### src/rtl/usb_tb_pkg.sv
// Shared types and constants for the host-side full-speed USB transmitter.
package usb_tb_pkg;

    typedef enum logic [2:0] {
        IDLE,
        SYNC,
        DATA,
        STUFF,
        EOP_SE0,
        EOP_J
    } state_t;

    // Line symbols as {d_p, d_n}
    localparam logic [1:0] SYM_J   = 2'b10;
    localparam logic [1:0] SYM_K   = 2'b01;
    localparam logic [1:0] SYM_SE0 = 2'b00;

    localparam logic [7:0] SYNC_PATTERN = 8'h80;
    localparam int         STUFF_LIMIT  = 6;

endpackage

### src/rtl/usb_nrzi_stuffer.sv
// NRZI encoder plus consecutive-ones tracker; o_sym is the symbol the strobed bit would produce.
module usb_nrzi_stuffer
    import usb_tb_pkg::*;
(
    input  logic       clk48_host,
    input  logic       reset,
    input  logic       i_init,
    input  logic       i_strobe,
    input  logic       i_bit,
    output logic [1:0] o_sym,
    output logic       o_stuff_insert
);

    logic       r_lvl;   // 1 = J
    logic [2:0] r_ones;
    logic       w_base;
    logic       w_lvl;

    // A packet start always encodes relative to J, whatever the previous packet left behind.
    assign w_base         = i_init ? 1'b1 : r_lvl;
    assign w_lvl          = i_bit ? w_base : ~w_base;
    assign o_sym          = w_lvl ? SYM_J : SYM_K;
    assign o_stuff_insert = (r_ones == 3'(STUFF_LIMIT));

    always_ff @(posedge clk48_host) begin
        if (reset) begin
            r_lvl  <= 1'b1;
            r_ones <= 3'd0;
        end else if (i_strobe) begin
            r_lvl <= w_lvl;
            if (!i_bit)
                r_ones <= 3'd0;
            else if (i_init)
                r_ones <= 3'd1;
            else
                r_ones <= r_ones + 3'd1;
        end
    end

endmodule

### src/rtl/usb_host_fs_tx.sv
// Full-speed USB host transmitter: byte stream in, SYNC/data/stuffing/NRZI/EOP out on D+/D-.
module usb_host_fs_tx
    import usb_tb_pkg::*;
#(
    parameter int CLKS_PER_BIT = 4
) (
    input  logic       clk48_host,
    input  logic       reset,
    input  logic [7:0] tx_data,
    input  logic       tx_valid,
    input  logic       tx_last,
    output logic       tx_ready,
    output logic       usb_d_p,
    output logic       usb_d_n,
    output logic       usb_oe,
    output logic       busy,
    output logic       underrun
);

    localparam int             PW      = $clog2(CLKS_PER_BIT);
    localparam logic [PW-1:0]  PH_LAST = PW'(CLKS_PER_BIT - 1);

    state_t        r_state;
    logic [PW-1:0] r_phase;
    logic [2:0]    r_bitcnt;
    logic [7:0]    r_shreg;
    logic          r_last;
    logic [1:0]    r_line;
    logic          r_oe;
    logic          r_busy;
    logic          r_underrun;

    logic       w_tick;
    logic       w_init;
    logic       w_strobe;
    logic       w_bit;
    logic       w_stuff;
    logic       w_byte_end;
    logic [1:0] w_sym;
    logic [2:0] w_bitnxt;

    assign w_tick     = (r_state != IDLE) && (r_phase == PH_LAST);
    assign w_bitnxt   = r_bitcnt + 3'd1;
    // Byte boundary is the end of bit 7, or of the stuff bit that follows it.
    assign w_byte_end = w_tick && (r_bitcnt == 3'd7) &&
                        (((r_state == DATA) && !w_stuff) || (r_state == STUFF));
    assign tx_ready   = (r_state == IDLE) || (w_byte_end && !r_last);

    assign usb_d_p  = r_line[1];
    assign usb_d_n  = r_line[0];
    assign usb_oe   = r_oe;
    assign busy     = r_busy;
    assign underrun = r_underrun;

    // Choose the bit that starts on the coming edge, if any.
    always_comb begin
        w_init   = 1'b0;
        w_strobe = 1'b0;
        w_bit    = 1'b0;
        if (r_state == IDLE) begin
            w_init   = tx_valid;
            w_strobe = tx_valid;
            w_bit    = SYNC_PATTERN[0];
        end else if (w_tick) begin
            case (r_state)
                SYNC: begin
                    w_strobe = 1'b1;
                    w_bit    = (r_bitcnt == 3'd7) ? r_shreg[0] : SYNC_PATTERN[w_bitnxt];
                end
                DATA, STUFF: begin
                    if ((r_state == DATA) && w_stuff) begin
                        w_strobe = 1'b1;
                        w_bit    = 1'b0;
                    end else if (r_bitcnt != 3'd7) begin
                        w_strobe = 1'b1;
                        w_bit    = r_shreg[1];
                    end else if (!r_last && tx_valid) begin
                        w_strobe = 1'b1;
                        w_bit    = tx_data[0];
                    end
                end
                default: ;
            endcase
        end
    end

    usb_nrzi_stuffer u_nrzi (
        .clk48_host     (clk48_host),
        .reset          (reset),
        .i_init         (w_init),
        .i_strobe       (w_strobe),
        .i_bit          (w_bit),
        .o_sym          (w_sym),
        .o_stuff_insert (w_stuff)
    );

    always_ff @(posedge clk48_host) begin
        if (reset) begin
            r_state    <= IDLE;
            r_phase    <= '0;
            r_bitcnt   <= 3'd0;
            r_shreg    <= 8'd0;
            r_last     <= 1'b0;
            r_line     <= SYM_J;
            r_oe       <= 1'b0;
            r_busy     <= 1'b0;
            r_underrun <= 1'b0;
        end else begin
            r_underrun <= 1'b0;
            if (r_state == IDLE) begin
                if (tx_valid) begin
                    r_shreg  <= tx_data;
                    r_last   <= tx_last;
                    r_state  <= SYNC;
                    r_bitcnt <= 3'd0;
                    r_phase  <= '0;
                    r_oe     <= 1'b1;
                    r_busy   <= 1'b1;
                    r_line   <= w_sym;
                end
            end else begin
                r_phase <= w_tick ? '0 : r_phase + 1'b1;
                if (w_tick) begin
                    case (r_state)
                        SYNC: begin
                            r_line <= w_sym;
                            if (r_bitcnt == 3'd7) begin
                                r_state  <= DATA;
                                r_bitcnt <= 3'd0;
                            end else begin
                                r_bitcnt <= w_bitnxt;
                            end
                        end
                        DATA, STUFF: begin
                            if ((r_state == DATA) && w_stuff) begin
                                r_state <= STUFF;
                                r_line  <= w_sym;
                            end else if (r_bitcnt != 3'd7) begin
                                r_state  <= DATA;
                                r_bitcnt <= w_bitnxt;
                                r_shreg  <= r_shreg >> 1;
                                r_line   <= w_sym;
                            end else if (!r_last && tx_valid) begin
                                r_state  <= DATA;
                                r_bitcnt <= 3'd0;
                                r_shreg  <= tx_data;
                                r_last   <= tx_last;
                                r_line   <= w_sym;
                            end else begin
                                r_underrun <= !r_last;
                                r_state    <= EOP_SE0;
                                r_bitcnt   <= 3'd0;
                                r_line     <= SYM_SE0;
                            end
                        end
                        EOP_SE0: begin
                            if (r_bitcnt == 3'd0) begin
                                r_bitcnt <= 3'd1;
                            end else begin
                                r_state <= EOP_J;
                                r_line  <= SYM_J;
                            end
                        end
                        EOP_J: begin
                            r_state <= IDLE;
                            r_oe    <= 1'b0;
                            r_busy  <= 1'b0;
                            r_phase <= '0;
                        end
                        default: r_state <= IDLE;
                    endcase
                end
            end
        end
    end

endmodule

### config.mk
export PLATFORM = sky130hd
export DESIGN_NAME = usb_host_fs_tx
export DESIGN_NICKNAME = d
export VERILOG_FILES = /design/src/rtl/usb_tb_pkg.sv /design/src/rtl/usb_nrzi_stuffer.sv /design/src/rtl/usb_host_fs_tx.sv
export SDC_FILE = /design/constraint.sdc
export NUM_CORES = 1
export LEC_CHECK = 0
export CAP_MARGIN = 25
export CORE_MARGIN = 2
export CORE_UTILIZATION = 59
export DETAILED_ROUTE_END_ITERATION = 7
export GPL_ROUTABILITY_DRIVEN = 0
export HOLD_SLACK_MARGIN = 0.1
export MAX_ROUTING_LAYER = met4
export PLACE_DENSITY = 0.86
export SLEW_MARGIN = 15
export SYNTH_ARGS = -nofsm -noshare
export SYNTH_HDL_FRONTEND = slang
export SYNTH_SLANG_ARGS = --single-unit
### constraint.sdc
create_clock -name clk48_host -period 4.9 [get_ports clk48_host]
set_input_delay 0.98 -clock clk48_host [delete_from_list [all_inputs] [get_ports clk48_host]]
set_output_delay 0.98 -clock clk48_host [all_outputs]
set_load 0.01 [all_outputs]
==> qor.csv, run 1 <==
stage;metric;value;unit
synthesis;ys_async_sr_fraction;0;
routing;final_antenna_net_count;0;
global_routing;antenna_found_initial;0;
final_layout;nets;213;
clock_tree;postCtsSetupBuffers;0;
synthesis;synthAdderAreaFrac;0.06584;
clock_tree;hold_buffers;0;
critical_path;cp.arrival;2440;ps
clock_tree;cts_resized;0;
floorplan;fp.dieH;54.76;um
global_routing;gr-usage-all-layers;0.2624;
sta;setup_slack;1478;ps
sta;rsz0062_at_grt;no;
critical_path;rr_startpoint;r_state[2]$_SDFFE_PP0P_;
sta;whs;470.6;ps
synthesis;synth_area_leaders;dfxtp_1, ha_1, nor2_1;
placement;portBuffers;17;
sta;min_period;3422;ps
routing;wl_per_cell;14.82;um
critical_path;critPathMaxStageDelay;530;ps
sta;maxSlewViolCount;0;
routing;totalWireLength;3291;um
power_and_ir_drop;ir_worst_vdd;0.0001838;V
clock_tree;cts_root_buffer;clkbuf_4;
clock_tree;cts_tree;yes;
global_routing;grt_pass1_vias;1274;
floorplan;die_area;2999;um^2
floorplan;die_w;54.76;um
floorplan;ios;18;
synthesis;postSynthAreaPerCell;8.307;um^2
sta;slew_headroom;0.3442;
clock_tree;cts.clk_slew.worst_paths;130;ps
sta;worst-slew-pin-transition;980.7;ps
critical_path;path_cells;or2_4 -> nor2_1 -> a31o_2 -> clkdlybuf4s50_1;
routing;route.detailed.drc;0;
synthesis;ys_warn_count;0;
synthesis;synth_compound_area_frac;0.2428;
final_layout;drive_gt1_frac;0.07292;
critical_path;end_kind;output port;
status;status;finished, final reports clean;
placement;dp.cells;218;
final_layout;fillers;204;
global_routing;grt_pass1_wl;5575;um
critical_path;rrSetupSlack;2390;ps
power_and_ir_drop;leakage;0.6126;nW
sta;setup_viol_count_final;0;
critical_path;path_buf_inv;1;
final_layout;area_growth_syn_to_layout;11.52;%
synthesis;ys_seq_area_frac;0.3292;
clock_tree;clk_path_buf_depth;2;
final_layout;n_antenna_cell;0;
critical_path;cp.required;3920;ps
floorplan;coreArea;2455;um^2
synthesis;synth_commonest_cells;nor2_1, dfxtp_1, nand2_1;
sta;fin_crit_sh;0.6984;
synthesis;syn_inst;183;
synthesis;syn-num-nets;203;
critical_path;startpoint;r_state[1]$_SDFFE_PP0P_;
global_routing;grt_max_degree;27;
routing;drt_iter0_drc;56;
synthesis;synthXorXnorAreaFrac;0.005761;
synthesis;synth-simple-area-share;0.2963;
sta;fin_skew;1.898;ps
placement;place_ws;1524;ps
synthesis;synth_edf_count;0;
final_layout;seq_area;500.5;um^2
synthesis;synth_mux_area_frac;0.006584;
floorplan;rows;18;
synthesis;synth_seq_cells;25;
sta;hold_viol;0;
routing;vias;1383;
clock_tree;cts_inserted_buffers;3;
worst_hold_path;hold_start;r_line[1]$_SDFFE_PP1P_;
worst_hold_path;hp-class;flip-flop to flip-flop;
clock_tree;cts.htree.levels;1;
synthesis;synth_ff_type;dfxtp_1;
synthesis;synth_top_area_frac;0.3292;
power_and_ir_drop;power_density;295.8;nW/um^2
placement;dp_hpwl;2404;um
sta;max_freq;292.2;MHz
synthesis;yosys.area.top_type;dfxtp_1;
critical_path;worstPathMaxFanout;17;
critical_path;start_kind;flip-flop;
synthesis;synth_cell_types;53;
final_layout;fin_util;0.6906;
synthesis;yosysMostFrequentCell;nor2_1;
synthesis;synth_area;1520;um^2
final_layout;multi_input_area;938.4;um^2
clock_tree;clkSinkCount;25;
critical_path;critPathSlowestCell;nor2_1;
global_routing;grt_overflow;0;
clock_tree;worstSkewPairLatency;320;ps
floorplan;start_util;0.6193;
routing;via_per_inst;6.230;
synthesis;synth_top_family_by_area;simple AND/OR/NAND/NOR gates;
job;drv_cap;0;
routing;dr.pass1.iters;4;
critical_path;critPathKind;flip-flop to output port;
critical_path;critical_path.top_delay_family;simple AND/OR/NAND/NOR gates;
sta;fin_tns_setup;0;ps
final_layout;finalNonFillerCells;222;
==> cell type report <==
class | count | share of cell area
multi-input combinational | 140 | 0.5535
tap | 30 | 0.02214
timing repair buffer | 17 | 0.1004
sequential | 25 | 0.2952
inverter | 6 | 0.01328
clock buffer | 4 | 0.01550
==> logic make-up after synthesis <==
| family | after synthesis |
|---|---|
| muxes | 1 |
| AOI/OAI and AO/OA | 52 |
| buffers and inverters | 18 |
| adders and majority gates | 8 |
| xor gates and xnor gates | 1 |
| and+or+nand+nor | 78 |
| DFF | 25 |
==> cell usage in the layout, fill, tap and decap left out, types with 2 or more instances in the layout <==
master and n:
a211oi_1 2, a21oi_1 11, a22oi_1 2, a311oi_1 7
a311oi_2 2, a31oi_1 2, clkbuf_4 3, clkdlybuf4s50_1 17
dfxtp_1 25, ha_1 8, inv_1 6, nand2_1 15
nand2b_1 2, nand3b_1 4, nor2_1 26, nor2b_1 3
nor3_1 3, nor3b_1 5, nor4b_1 2, o211ai_1 3
o21ai_0 11, or2_2 2, or3_1 3
==> final timing paths <==
kind                              to  depth (start not counted)
max                         tx_ready                          4
min           r_line[1]$_SDFFE_PP1P_                          2
max reg2reg  r_shreg[0]$_SDFFE_PP0P_                          5
min reg2reg   r_line[1]$_SDFFE_PP1P_                          2
==> state kept, by name (all words and copies together) (netlist names) <==
| register | cells |
|---|---|
| u_nrzi.r_lvl | 1 |
| underrun | 1 |
| r_state | 3 |
| r_bitcnt | 3 |
| r_last | 1 |
| busy | 1 |
| u_nrzi.r_ones | 3 |
| r_shreg | 8 |
| r_phase | 2 |
| r_line | 2 |
==> stage by stage <==
stage	total power, mW	area [um^2]
3_5_place_dp	0.4123	1669
5_1_grt	0.5350	1695
4_1_cts	0.5063	1695
6_report	0.5015	1695
3_3_place_gp	0.4060	1669
2_1_floorplan	0.3691	1520
==> power by group <==
group          total (mW)  switching, mW  internal (mW)  leakage [nW]
Clock              0.0927         0.0608         0.0319        0.0150
Combinational       0.157         0.0829         0.0744         0.393
Sequential          0.252         0.0245          0.227         0.205
==> layer usage <==
layer / vias up / part of all wire / global-route usage
li1: 686 / - / -
met1: 641 / 0.46 / 0.3344
met2: 49 / 0.47 / 0.4028
met3: 7 / 0.055 / 0.04098
met4: 0 / 0.018 / 0.1250
met5: - / 0 / -
==> tightest hold or removal path, stage by stage, from the launching register on <==
cell     delay [ps]
dfxtp_1         340
inv_1            50
a32oi_1          50
No activity file was read; power rests on OpenSTA's default activity.
==> run 2, diff against run 1 <==
- CORE_UTILIZATION: 59 -> 55
- PLACE_DENSITY: 0.86 -> 0.81
- clock period: 4.9 -> 3.5 ns (I/O delays scaled with it)
==> run 2 against run 1 <==
  * Register-to-register slack lost 1100 ps
  * Combinational power up 52%
  * Design area up 1.9%
  * Sequential cell count did not move
  * Critical path depth is the same
  * Worst hold slack got worse by 10 ps
  * Via count up 1.7%
  * Clock-buffer cell count shrank 1
  * Critical path type unchanged
  * Largest power group unchanged
==> qor.csv, run 2 (synthesized netlist as in run 1, its figures left out) <==
stage;metric;value;unit
final_layout;final_cell_mix;nor2_1, dfxtp_1, clkdlybuf4s50_1, nand2_1;
critical_path;worstPathMaxFanout;22;
floorplan;rows;19;
sta;fin_crit_sh;0.8398;
clock_tree;cts.htree.levels;1;
sta;fin_skew;5.697;ps
clock_tree;hold_buffers;0;
clock_tree;postCtsSetupBuffers;0;
routing;totalWireLength;3317;um
critical_path;critPathKind;flip-flop to output port;
worst_hold_path;min_path_cells;2;
clock_tree;clk_path_buf_depth;2;
worst_hold_path;hold_start;r_line[1]$_SDFFE_PP1P_;
critical_path;cp.arrival;2240;ps
final_layout;fin_util;0.6432;
routing;vias;1407;
global_routing;grt_overflow;0;
clock_tree;cts_root_buffer;clkbuf_4;
final_layout;drive_gt1_frac;0.09694;
clock_tree;clkSinkCount;25;
final_layout;n_antenna_cell;0;
power_and_ir_drop;leakage;0.6348;nW
routing;final_antenna_net_count;0;
global_routing;antenna_found_initial;0;
final_layout;fillers;248;
job;drv_cap;0;
floorplan;coreArea;2686;um^2
routing;dr.pass1.iters;4;
final_layout;nets;217;
power_and_ir_drop;finalPower;713.8;uW
critical_path;r2r_cells;5;
floorplan;die_w;56.58;um
sta;rsz0062_at_grt;no;
sta;setup_viol_count_final;0;
worst_hold_path;hp-class;flip-flop to flip-flop;
global_routing;grt_pass1_wl;5865;um
sta;max_freq;340.2;MHz
final_layout;final_common_cell;nor2_1;
placement;portBuffers;17;
global_routing;gr-usage-all-layers;0.2303;
routing;wl_per_cell;14.61;um
clock_tree;worstSkewPairLatency;310;ps
sta;min_period;2939;ps
power_and_ir_drop;power_density;413.1;nW/um^2
floorplan;die_area;3201;um^2
critical_path;end_kind;output port;
final_layout;largest_reg_flops;8;
final_layout;regMostFlops;r_shreg;
sta;maxSlewViolCount;0;
power_and_ir_drop;ir_worst_vdd;0.0003051;V
sta;hold_viol;0;
critical_path;startpoint;r_state[2]$_SDFFE_PP0P_;
sta;worst-slew-pin-transition;766.6;ps
final_layout;area_growth_syn_to_layout;13.66;%
final_layout;seq_area;500.5;um^2
clock_tree;cts_tree;yes;
final_layout;multi_input_area;938.4;um^2
routing;via_per_inst;6.198;
sta;fin_tns_setup;0;ps
global_routing;grt_max_degree;23;
critical_path;rr_startpoint;r_state[2]$_SDFFE_PP0P_;
floorplan;start_util;0.5659;
routing;route.detailed.drc;0;
critical_path;start_kind;flip-flop;
status;status;finished, final reports clean;
critical_path;cp.required;2800;ps
routing;drt_iter0_drc;55;
clock_tree;cts_inserted_buffers;3;
sta;slew_headroom;0.4883;
clock_tree;cts.clk_slew.worst_paths;140;ps
floorplan;ios;18;
floorplan;fp.dieH;56.58;um
placement;dp_hpwl;2511;um
clock_tree;cts_resized;0;
global_routing;grt_pass1_vias;1353;
-- run 2: power by group --
| part | internal, mW | switching, mW |
|---|---|---|
| Sequential | 0.318 | 0.0269 |
| Clock | 0.0427 | 0.0870 |
| Combinational | 0.114 | 0.126 |
| Total | 0.474 | 0.240 |
-- run 2: per-stage QoR --
step / cells / instance area (um^2) / hold slack, ps / setup WS, ps
after global routing: 227 / 1728 / 505.5 / 430.5
after floorplan: 183 / 1520 / 446.5 / 1481
final: 227 / 1728 / 460.4 / 560.8
after CTS: 227 / 1728 / 465.4 / 557.0
after detailed placement: 223 / 1700 / 443.4 / 682.0
after global placement: 223 / 1700 / 441.0 / 789.4
-- run 2: per-layer routing --
layer / global-route usage / wire length (um)
met5: - / 0
met3: 0.02304 / 177
met4: 0.06803 / 40
met1: 0.2808 / 1419
met2: 0.4003 / 1680
-- run 2: worst max-delay path: stages, from the launching register on --
cell	delay, ps
dfxtp_1	850
nand2b_1	280
nor3b_1	90
a31o_2	230
clkdlybuf4s50_1	470
-- run 2: cell type report --
cell class	instances	share of cell area
multi-input cells	140	0.5431
flip-flops and latches	25	0.2896
repair buffers	21	0.1159
well taps	31	0.02245
clock buffers	3	0.01303
inverters	6	0.01303
clock inverters	1	0.002896
-- run 2: worst paths after layout --
path | endpoint | slack, ps
worst max-delay path | tx_ready | 560
worst min-delay path | r_line[1]$_SDFFE_PP1P_ | 460
worst min register to register | r_line[1]$_SDFFE_PP1P_ | 460
worst max register to register | r_bitcnt[1]$_SDFFE_PP0P_ | 1280
